$ cat config.mk
export PLATFORM = sky130hd
export DESIGN_NAME = bram_b_arbiter_flat
export DESIGN_NICKNAME = d
export VERILOG_FILES = /design/src/rtl/bram_arb_pkg.sv /design/src/rtl/bram_b_arbiter_if.sv /design/src/rtl/sat_counter.sv /design/src/rtl/bram_b_arbiter.sv /design/src/flat_wrapper.sv
export SDC_FILE = /design/constraint.sdc
export NUM_CORES = 1
export LEC_CHECK = 0
export ABC_CLOCK_PERIOD_IN_PS = 5100
export BUFFER_PORTS_ARGS = -buffer_cell sky130_fd_sc_hd__clkbuf_2
export CORE_ASPECT_RATIO = 2
export CORE_UTILIZATION = 42
export DETAILED_ROUTE_END_ITERATION = 8
export GPL_TIMING_DRIVEN = 0
export PLACE_DENSITY_LB_ADDON = 0.25
export SLEW_MARGIN = 5
export SYNTH_ARGS = -nofsm -noshare
export SYNTH_HDL_FRONTEND = slang
export SYNTH_SLANG_ARGS = --single-unit
$ cat constraint.sdc
create_clock -name i_clk -period 5.1 [get_ports i_clk]
set_clock_uncertainty 0.15 [all_clocks]
set_input_delay 0.765 -clock i_clk [delete_from_list [all_inputs] [get_ports i_clk]]
set_output_delay 0.765 -clock i_clk [all_outputs]
set_load 0.1 [all_outputs]
$ cat src/rtl/bram_arb_pkg.sv
// Shared types and constants for the BRAM port-B arbiter.
package bram_arb_pkg;

   typedef enum logic {
      ARB  = 1'b0,
      LOCK = 1'b1
   } arb_state_e;

   localparam logic M0 = 1'b0;
   localparam logic M1 = 1'b1;

   // The starve count must hold values up to 15.
   localparam int unsigned STARVE_W = 4;

   // Tag for a read in flight. It follows the 1-cycle BRAM read latency.
   typedef struct packed {
      logic valid;
      logic master;
   } rd_tag_t;

endpackage

$ cat src/rtl/bram_b_arbiter_if.sv
// Request/response bundle for one master of the port-B arbiter.
interface bram_b_arbiter_if #(
   parameter int unsigned AW = 9
);
   logic          req;
   logic          we_h;
   logic          we_l;
   logic [AW-1:0] addr;
   logic [15:0]   din;
   logic          gnt;
   logic          rvalid;
   logic [15:0]   rdata;

   modport master (
      output req, we_h, we_l, addr, din,
      input  gnt, rvalid, rdata
   );

   modport slave (
      input  req, we_h, we_l, addr, din,
      output gnt, rvalid, rdata
   );
endinterface

$ cat src/rtl/sat_counter.sv
// Saturating up-counter with a synchronous clear. Clear has priority over increment.
module sat_counter #(
   parameter int unsigned   W   = 4,
   parameter logic [W-1:0]  MAX = '1
) (
   input  logic         i_clk,
   input  logic         i_rst,
   input  logic         i_inc,
   input  logic         i_clr,
   output logic [W-1:0] o_count
);
   logic [W-1:0] r_count;

   // Count register: clear, otherwise increment until MAX is reached.
   always_ff @(posedge i_clk or posedge i_rst) begin
      if (i_rst) begin
         r_count <= '0;
      end else if (i_clr) begin
         r_count <= '0;
      end else if (i_inc && (r_count != MAX)) begin
         r_count <= r_count + 1'b1;
      end
   end

   assign o_count = r_count;
endmodule

$ cat src/rtl/bram_b_arbiter.sv
// Two-master arbiter for BRAM port B. Master 0 is the CPU. Master 1 is the debug/loader
// engine, which can lock the port. Port B is driven combinationally from the winner.
// Read data is routed back one cycle later using a tag.
// Optional: define BRAM_ARB_STATS_EN to build the grant/conflict statistics counters.
module bram_b_arbiter
   import bram_arb_pkg::*;
#(
   parameter int unsigned AW           = 9,
   parameter int unsigned STARVE_LIMIT = 4,
   parameter int unsigned STAT_W       = 16
) (
   input  logic                i_clk,
   input  logic                i_rst,
   bram_b_arbiter_if.slave     m0_bus,
   bram_b_arbiter_if.slave     m1_bus,
   input  logic                i_m1_lock,
   output logic                o_b_en,
   output logic                o_b_we_h,
   output logic                o_b_we_l,
   output logic [AW-1:0]       o_b_addr,
   output logic [7:0]          o_b_din_h,
   output logic [7:0]          o_b_din_l,
   input  logic [7:0]          i_b_dout_h,
   input  logic [7:0]          i_b_dout_l,
   output logic [STAT_W-1:0]   o_stat_m0_gnt,
   output logic [STAT_W-1:0]   o_stat_m1_gnt,
   output logic [STAT_W-1:0]   o_stat_conflict,
   output logic                o_m1_owned
);
   localparam logic [STARVE_W-1:0] LP_STARVE_MAX = STARVE_W'(STARVE_LIMIT);

   arb_state_e            r_state;
   arb_state_e            w_state_next;
   rd_tag_t               r_tag;
   logic [15:0]           r_m0_rdata;
   logic [15:0]           r_m1_rdata;
   logic [STARVE_W-1:0]   w_starve_cnt;
   logic                  w_starved;
   logic                  w_gnt0;
   logic                  w_gnt1;
   logic                  w_b_en;
   logic                  w_we_h;
   logic                  w_we_l;
   logic                  w_rd;
   logic                  w_m0_rvalid;
   logic                  w_m1_rvalid;
   logic [15:0]           w_dout;

   assign w_starved = (w_starve_cnt == LP_STARVE_MAX);

   // Grant decision and next state. A held lock shuts out master 0. When the lock drops,
   // the normal priority rules apply in that same cycle.
   always_comb begin
      w_gnt0       = 1'b0;
      w_gnt1       = 1'b0;
      w_state_next = r_state;
      if ((r_state == LOCK) && i_m1_lock) begin
         w_gnt1 = m1_bus.req;
      end else begin
         if (m0_bus.req && m1_bus.req) begin
            w_gnt1 = w_starved;
            w_gnt0 = !w_starved;
         end else begin
            w_gnt0 = m0_bus.req;
            w_gnt1 = m1_bus.req;
         end
         w_state_next = (w_gnt1 && i_m1_lock) ? LOCK : ARB;
      end
      if (i_rst) begin
         w_gnt0 = 1'b0;
         w_gnt1 = 1'b0;
      end
   end

   // State register.
   always_ff @(posedge i_clk or posedge i_rst) begin
      if (i_rst) begin
         r_state <= ARB;
      end else begin
         r_state <= w_state_next;
      end
   end

   // Count the cycles in which master 1 requests and is denied.
   sat_counter #(
      .W   (STARVE_W),
      .MAX (LP_STARVE_MAX)
   ) u_starve (
      .i_clk   (i_clk),
      .i_rst   (i_rst),
      .i_inc   (m1_bus.req && !w_gnt1),
      .i_clr   (!m1_bus.req || w_gnt1),
      .o_count (w_starve_cnt)
   );

   assign w_b_en = w_gnt0 || w_gnt1;
   assign w_we_h = w_b_en && (w_gnt1 ? m1_bus.we_h : m0_bus.we_h);
   assign w_we_l = w_b_en && (w_gnt1 ? m1_bus.we_l : m0_bus.we_l);
   assign w_rd   = w_b_en && !w_we_h && !w_we_l;

   assign o_b_en    = w_b_en;
   assign o_b_we_h  = w_we_h;
   assign o_b_we_l  = w_we_l;
   assign o_b_addr  = w_gnt1 ? m1_bus.addr : m0_bus.addr;
   assign o_b_din_h = w_gnt1 ? m1_bus.din[15:8] : m0_bus.din[15:8];
   assign o_b_din_l = w_gnt1 ? m1_bus.din[7:0] : m0_bus.din[7:0];

   assign m0_bus.gnt = w_gnt0;
   assign m1_bus.gnt = w_gnt1;
   assign o_m1_owned = (r_state == LOCK);

   // Read tag: records who issued the read that the BRAM answers next cycle.
   always_ff @(posedge i_clk or posedge i_rst) begin
      if (i_rst) begin
         r_tag <= '0;
      end else begin
         r_tag <= '{valid: w_rd, master: (w_gnt1 ? M1 : M0)};
      end
   end

   assign w_dout      = {i_b_dout_h, i_b_dout_l};
   assign w_m0_rvalid = r_tag.valid && (r_tag.master == M0);
   assign w_m1_rvalid = r_tag.valid && (r_tag.master == M1);

   // Hold registers, so rdata keeps the last delivered word between reads.
   always_ff @(posedge i_clk or posedge i_rst) begin
      if (i_rst) begin
         r_m0_rdata <= '0;
         r_m1_rdata <= '0;
      end else begin
         if (w_m0_rvalid) r_m0_rdata <= w_dout;
         if (w_m1_rvalid) r_m1_rdata <= w_dout;
      end
   end

   assign m0_bus.rvalid = w_m0_rvalid;
   assign m1_bus.rvalid = w_m1_rvalid;
   assign m0_bus.rdata  = w_m0_rvalid ? w_dout : r_m0_rdata;
   assign m1_bus.rdata  = w_m1_rvalid ? w_dout : r_m1_rdata;

`ifdef BRAM_ARB_STATS_EN
   logic w_conflict;

   // Conflict: both masters request, or master 0 is shut out by a held lock.
   assign w_conflict = m0_bus.req && (m1_bus.req || ((r_state == LOCK) && i_m1_lock));

   sat_counter #(.W(STAT_W)) u_stat_m0 (
      .i_clk(i_clk), .i_rst(i_rst), .i_inc(w_gnt0), .i_clr(1'b0), .o_count(o_stat_m0_gnt)
   );
   sat_counter #(.W(STAT_W)) u_stat_m1 (
      .i_clk(i_clk), .i_rst(i_rst), .i_inc(w_gnt1), .i_clr(1'b0), .o_count(o_stat_m1_gnt)
   );
   sat_counter #(.W(STAT_W)) u_stat_cf (
      .i_clk(i_clk), .i_rst(i_rst), .i_inc(w_conflict && !i_rst), .i_clr(1'b0),
      .o_count(o_stat_conflict)
   );
`else
   assign o_stat_m0_gnt   = '0;
   assign o_stat_m1_gnt   = '0;
   assign o_stat_conflict = '0;
`endif
endmodule

$ cat src/flat_wrapper.sv
// flat-port wrapper written by rule: the top's interface ports become plain ports
module bram_b_arbiter_flat import bram_arb_pkg::*;
#(
   parameter int unsigned AW           = 9,
   parameter int unsigned STARVE_LIMIT = 4,
   parameter int unsigned STAT_W       = 16
)
  (i_clk, i_rst, i_m1_lock, o_b_en, o_b_we_h, o_b_we_l, o_b_addr, o_b_din_h, o_b_din_l, i_b_dout_h, i_b_dout_l, o_stat_m0_gnt, o_stat_m1_gnt, o_stat_conflict, o_m1_owned, m0_bus_req, m0_bus_we_h, m0_bus_we_l, m0_bus_addr, m0_bus_din, m0_bus_gnt, m0_bus_rvalid, m0_bus_rdata, m1_bus_req, m1_bus_we_h, m1_bus_we_l, m1_bus_addr, m1_bus_din, m1_bus_gnt, m1_bus_rvalid, m1_bus_rdata);
  bram_b_arbiter_if #(.AW(AW)) m0_bus_i ();
  bram_b_arbiter_if #(.AW(AW)) m1_bus_i ();
  input  logic i_clk;
  input  logic i_rst;
  input  logic i_m1_lock;
  output logic o_b_en;
  output logic o_b_we_h;
  output logic o_b_we_l;
  output logic [AW-1:0] o_b_addr;
  output logic [7:0] o_b_din_h;
  output logic [7:0] o_b_din_l;
  input  logic [7:0] i_b_dout_h;
  input  logic [7:0] i_b_dout_l;
  output logic [STAT_W-1:0] o_stat_m0_gnt;
  output logic [STAT_W-1:0] o_stat_m1_gnt;
  output logic [STAT_W-1:0] o_stat_conflict;
  output logic o_m1_owned;
  input wire logic [$bits(m0_bus_i.req)-1:0] m0_bus_req;
  input wire logic [$bits(m0_bus_i.we_h)-1:0] m0_bus_we_h;
  input wire logic [$bits(m0_bus_i.we_l)-1:0] m0_bus_we_l;
  input wire logic [$bits(m0_bus_i.addr)-1:0] m0_bus_addr;
  input wire logic [$bits(m0_bus_i.din)-1:0] m0_bus_din;
  output wire logic [$bits(m0_bus_i.gnt)-1:0] m0_bus_gnt;
  output wire logic [$bits(m0_bus_i.rvalid)-1:0] m0_bus_rvalid;
  output wire logic [$bits(m0_bus_i.rdata)-1:0] m0_bus_rdata;
  input wire logic [$bits(m1_bus_i.req)-1:0] m1_bus_req;
  input wire logic [$bits(m1_bus_i.we_h)-1:0] m1_bus_we_h;
  input wire logic [$bits(m1_bus_i.we_l)-1:0] m1_bus_we_l;
  input wire logic [$bits(m1_bus_i.addr)-1:0] m1_bus_addr;
  input wire logic [$bits(m1_bus_i.din)-1:0] m1_bus_din;
  output wire logic [$bits(m1_bus_i.gnt)-1:0] m1_bus_gnt;
  output wire logic [$bits(m1_bus_i.rvalid)-1:0] m1_bus_rvalid;
  output wire logic [$bits(m1_bus_i.rdata)-1:0] m1_bus_rdata;
  assign m0_bus_i.req = m0_bus_req;
  assign m0_bus_i.we_h = m0_bus_we_h;
  assign m0_bus_i.we_l = m0_bus_we_l;
  assign m0_bus_i.addr = m0_bus_addr;
  assign m0_bus_i.din = m0_bus_din;
  assign m0_bus_gnt = m0_bus_i.gnt;
  assign m0_bus_rvalid = m0_bus_i.rvalid;
  assign m0_bus_rdata = m0_bus_i.rdata;
  assign m1_bus_i.req = m1_bus_req;
  assign m1_bus_i.we_h = m1_bus_we_h;
  assign m1_bus_i.we_l = m1_bus_we_l;
  assign m1_bus_i.addr = m1_bus_addr;
  assign m1_bus_i.din = m1_bus_din;
  assign m1_bus_gnt = m1_bus_i.gnt;
  assign m1_bus_rvalid = m1_bus_i.rvalid;
  assign m1_bus_rdata = m1_bus_i.rdata;
  bram_b_arbiter #(.AW(AW), .STARVE_LIMIT(STARVE_LIMIT), .STAT_W(STAT_W)) u_core (.i_clk(i_clk), .i_rst(i_rst), .m0_bus(m0_bus_i), .m1_bus(m1_bus_i), .i_m1_lock(i_m1_lock), .o_b_en(o_b_en), .o_b_we_h(o_b_we_h), .o_b_we_l(o_b_we_l), .o_b_addr(o_b_addr), .o_b_din_h(o_b_din_h), .o_b_din_l(o_b_din_l), .i_b_dout_h(i_b_dout_h), .i_b_dout_l(i_b_dout_l), .o_stat_m0_gnt(o_stat_m0_gnt), .o_stat_m1_gnt(o_stat_m1_gnt), .o_stat_conflict(o_stat_conflict), .o_m1_owned(o_m1_owned));
endmodule
==> flow_summary.ini, run 1 <==
[critical_path]
slowest_stage = inv_2
arrival_ps = 2430
reg2reg_slack_ps = 3420
r2r_start = u_core.u_starve.o_count[0]$_DFFE_PP0P_
path_cells = clkbuf_2 > inv_2 > o2111ai_1 > a21bo_2 > clkbuf_2
worstSetupEndpointType = output port
r2r_cells = 6
cpPeakStageDelay_ps = 610
worstPathRequired_ps = 4180
startpoint = i_rst
crit_path_frequent_cell = clkbuf_2
reg2reg_to = u_core.u_starve.o_count[1]$_DFFE_PP0P_
path_max_fanout = 41
worstSetupPathType = in2out
critPathLaunchType = input pin

[floorplanning]
die-area_um2 = 5820
core_area_um2 = 5230
die_y_um = 107
ios = 188
fp.dieW_um = 54.5
start_util = 0.442
rows = 37

[finish]
stdcell_area_um2 = 3370
layout_commonest_cell = clkbuf_2
fill_cells = 449
final_nets = 461
stdcell_count = 443
multi_input_area_um2 = 1090
final_cell_mix = clkbuf_2, mux2_2, buf_4, conb_1, dfrtp_1
diodes = 0
drive_gt1_frac = 0.681
area_delta_synth_final_pct = 45.7
final-seq-area_um2 = 976

[worst_hold_path]
hold_path.class = reg2reg
hp-start = u_core.r_m1_rdata[14]$_DFF_PP0_
hold_depth = 1
holdPathEnd = u_core.r_m1_rdata[14]$_DFF_PP0_

[timing]
slew_viol_final = 0
slew_headroom = 0.460
tns_ps = 0
worst_pin_slew_ps = 809
hold_viol = 0
min_period_over_period = 0.657
fmax_ghz = 0.299
period_needed_ps = 3350
setup_viol = 0
rsz0062_at_grt = false

[clock_network]
clkTransAtPathRegs_ps = 80
clk_latency_ps = 290
cts_hold_buf = 0
cts_made_buffers = 5
cts_resized = 0
numClockSinks = 39
post_cts_buffers = 0
tritoncts = yes
cts-htree-levels = 2
cts_root_buf = clkbuf_8
clockBufferDepth = 2

[logic_synthesis]
syn_area_per_cell_um2 = 12.1
ys_seq_area_frac = 0.422
synth.top_cell.area_share = 0.422
yosys.area.top_type = dfrtp_1
netlist_instances = 191
synth_cell_types = 30
synth.cell_area_um2 = 2310
synth_seq_cells = 39
ys_warn_count = 0
yosys-top-cells-area = dfrtp_1, mux2_2, buf_4

[placement]
place_area_um2 = 3260
dp_cells = 435
io_buffers = 139
hpwlAfterDp_mm = 4.86
gp_congestion = 0.835

[power_and_ir_drop]
p_per_area_nw_per_um2 = 524
irDropWorstVdd_v = 0.000383
p_leak_nw = 1.90

[route]
drt-initial-drc-count = 14
routed_wl_mm = 5.57
wl_per_cell_um = 12.6
drtPass1Iterations = 4
drc = 0
num_vias = 1969
final_antenna_net_count = 0
via_per_inst = 4.44

[global_routing]
grt.total_usage = 0.195
grt_pass1_vias = 1891
grt_max_degree = 42
grt-ovfl-total = 0
antenna_found_initial = 0
grt_pass1_wl_mm = 8.22

[job]
maxCapViolCount = 0

[status]
status = complete, no violations
==> flip-flops by register name, indices dropped and copies added, names as in the netlist <==
register	flops
u_core.r_m1_rdata	16
u_core.r_tag	2
u_core.r_m0_rdata	16
u_core.o_m1_owned	1
u_core.u_starve.o_count	4
==> how the worst max path moves through the flow <==
stage / cells past startpoint / endpoint
2_1_floorplan: 3 / o_b_we_l
3_3_place_gp: 5 / o_b_we_h
3_5_place_dp: 5 / o_b_we_h
4_1_cts: 5 / o_b_we_h
5_1_grt: 5 / o_b_we_h
6_report: 5 / o_b_we_h
==> logic make-up (layout without fill, tap and decap cells) <==
logic type | count (synthesis) | count (layout) | share of synthesized area
mux | 59 | 59 | 0.286
compound gates | 15 | 15 | 0.0520
buf+inv | 59 | 206 | 0.182
fa+ha+maj | 2 | 2 | 0.0108
other cells | 1 | 48 | 0.00162
flops | 39 | 39 | 0.422
xor+xnor | 2 | 2 | 0.00758
simple gates | 14 | 14 | 0.0374
==> critical path: cells and delay by family <==
family,cells,cell delay (ps)
buf+inv,3,1210
compound gates,2,460
==> area by class of cell <==
cell class	instances	share of cell area
Clock buffer	5	0.0204
Sequential cell	39	0.290
Inverter	5	0.00557
Clock inverter	3	0.0130
Buffer	54	0.119
Timing Repair Buffer	139	0.207
Multi-Input combinational cell	140	0.324
Tap cell	58	0.0215
==> Yosys cell counts <==
master / number
a21boi_4: 1
nor2b_1: 2
clkbuf_1: 1
a21bo_2: 2
mux2_1: 1
or3_1: 1
buf_2: 3
a21oi_1: 3
buf_6: 2
nor3_1: 3
and3b_1: 1
nand3b_4: 1
buf_4: 48
ha_1: 2
a211oi_1: 1
inv_1: 5
conb_1: 1
a21boi_2: 1
o2111ai_1: 1
nor2_1: 3
o211ai_1: 2
dfrtp_1: 39
mux2_2: 56
nand2_1: 2
xnor2_1: 2
nand3_1: 1
mux2i_1: 2
o22ai_1: 1
o21ai_0: 2
o21a_1: 1
==> per-stage QoR <==
| stage | utilization | hold WS (ps) | worst slack [ps] | total power, W |
|---|---|---|---|---|
| after global placement | 0.622 | 327 | 1180 | 0.00151 |
| after floorplan | - | 430 | 342 | 0.00139 |
| after global routing | 0.644 | 369 | 1540 | 0.00183 |
| after CTS | 0.644 | 352 | 1680 | 0.00178 |
| after detailed placement | 0.622 | 333 | 1680 | 0.00152 |
| final | 0.644 | 350 | 1750 | 0.00176 |
==> routing by layer <==
metal,global-route usage,part of all wire,vias up
met5,0,0,-
met4,0.0696,0.012,0
met2,0.379,0.57,130
met3,0.0652,0.11,7
li1,-,-,940
met1,0.164,0.30,892
==> power by group <==
part           internal (W)  leakage (nW)  total, W  switching, W
clock network      0.000146        0.0581  0.000251      0.000105
registers          0.000380         0.472  0.000400     0.0000195
logic              0.000178          1.37   0.00111      0.000935
total              0.000704          1.90   0.00176       0.00106
Power figures use the tool's default switching activity.
==> run 2, diff against run 1 <==
Settings changed: ABC_CLOCK_PERIOD_IN_PS 5100 to 3100, CORE_UTILIZATION 42 to 39.
Clock period 5.1 ns to 3.1 ns, I/O delays scaled along.
==> flow_summary.ini, run 2 (synthesized netlist as in run 1, its figures left out) <==
[clock_network]
cts_made_buffers = 5
cts-htree-levels = 2
clkTransAtPathRegs_ps = 60
post_cts_buffers = 0
cts_root_buf = clkbuf_16
cts_hold_buf = 0
numClockSinks = 39
clockBufferDepth = 2
clk_latency_ps = 270
cts_resized = 0
tritoncts = yes

[route]
drtPass1Iterations = 2
num_vias = 1985
drc = 0
wl_per_cell_um = 12.7
via_per_inst = 4.45
drt-initial-drc-count = 25
routed_wl_mm = 5.64
final_antenna_net_count = 0

[finish]
final_cell_mix = clkbuf_2, mux2_2, buf_4, conb_1, dfrtp_1
multi_input_area_um2 = 1100
final_nets = 461
area_delta_synth_final_pct = 48.8
diodes = 0
final_core_util = 0.602
fill_cells = 517
stdcell_count = 446
drive_gt1_frac = 0.691
layout_commonest_cell = clkbuf_2
final-seq-area_um2 = 976

[placement]
gp_congestion = 0.793
io_buffers = 139
hpwlAfterDp_mm = 4.93
dp_cells = 438

[floorplanning]
fp.dieW_um = 56.4
ios = 188
start_util = 0.405
core_area_um2 = 5710
rows = 39
die_y_um = 111
die-area_um2 = 6260

[global_routing]
antenna_found_initial = 0
grt_pass1_wl_mm = 9.06
grt.total_usage = 0.185
grt-ovfl-total = 0
grt_max_degree = 42
grt_pass1_vias = 1967

[timing]
slew_viol_final = 0
worst_pin_slew_ps = 821
fmax_ghz = 0.343
period_needed_ps = 2920
tns_ps = 0
setup_viol = 0
timing.hold.ws_ps = 291
min_period_over_period = 0.941
slew_headroom = 0.452
rsz0062_at_grt = false
hold_viol = 0

[power_and_ir_drop]
p_per_area_nw_per_um2 = 889
irDropWorstVdd_v = 0.000791
p_leak_nw = 1.93

[critical_path]
path_max_fanout = 11
startpoint = u_core.u_starve.o_count[0]$_DFFE_PP0P_
worstSetupPathType = reg2out
critPathLaunchType = flip-flop
arrival_ps = 2300
worstPathRequired_ps = 2480
worstSetupEndpointType = output port
r2r_start = u_core.u_starve.o_count[0]$_DFFE_PP0P_

[job]
maxCapViolCount = 0

[status]
status = complete, no violations

[worst_hold_path]
hold_path.class = in2async
-- run 2: worst paths after layout --
| check | endpoint | slack [ps] | depth (start not counted) |
|---|---|---|---|
| min | u_core.r_tag[0]$_DFF_PP0_ | 290 | 2 |
| max | o_b_addr[6] | 180 | 7 |
| max reg2reg | u_core.r_tag[1]$_DFF_PP0_ | 1370 | 5 |
| min in group i_clk | u_core.o_m1_owned$_DFFE_PP0N_ | 290 | 2 |
| min reg2reg | u_core.r_m1_rdata[9]$_DFF_PP0_ | 350 | 1 |
| max in group asynchronous | u_core.r_m1_rdata[10]$_DFF_PP0_ | 1980 | 2 |
-- run 2: layer usage --
metal	up-vias	part of all wire	routed length (um)	track usage
met5	-	0	0	0
met4	0	0.014	78	0.0780
met3	4	0.082	465	0.0327
met2	131	0.59	3330	0.367
met1	904	0.31	1770	0.172
li1	946	-	-	-
-- run 2: power by group --
part	internal [W]	total, W	switching, W
combinational	0.000295	0.00183	0.00154
sequential	0.000627	0.000659	0.0000325
clock	0.000379	0.000565	0.000186
-- run 2: cell type report --
class                           count  area share
Buffer                             54       0.117
Tap cell                           61      0.0222
Multi-Input combinational cell    140       0.320
Clock inverter                      3      0.0127
Clock buffer                        5      0.0364
Inverter                            5     0.00546
Timing Repair Buffer              139       0.202
Sequential cell                    39       0.284
-- run 2: critical path, cell delays in order (launching register included) --
cell and delay [ps]:
dfrtp_1 400, inv_1 90, ha_1 240, nand3b_4 140, a21boi_4 310, buf_6 200
mux2_2 350, buf_2 290
-- run 2: per-stage QoR --
step	worst slack, ps	power [W]	instance area, um^2
after floorplan	114	0.00229	2500
after global placement	-258	0.00249	3270
after detailed placement	275	0.00251	3270
after CTS	71.1	0.00309	3440
after global routing	38.0	0.00316	3440
final	182	0.00306	3440
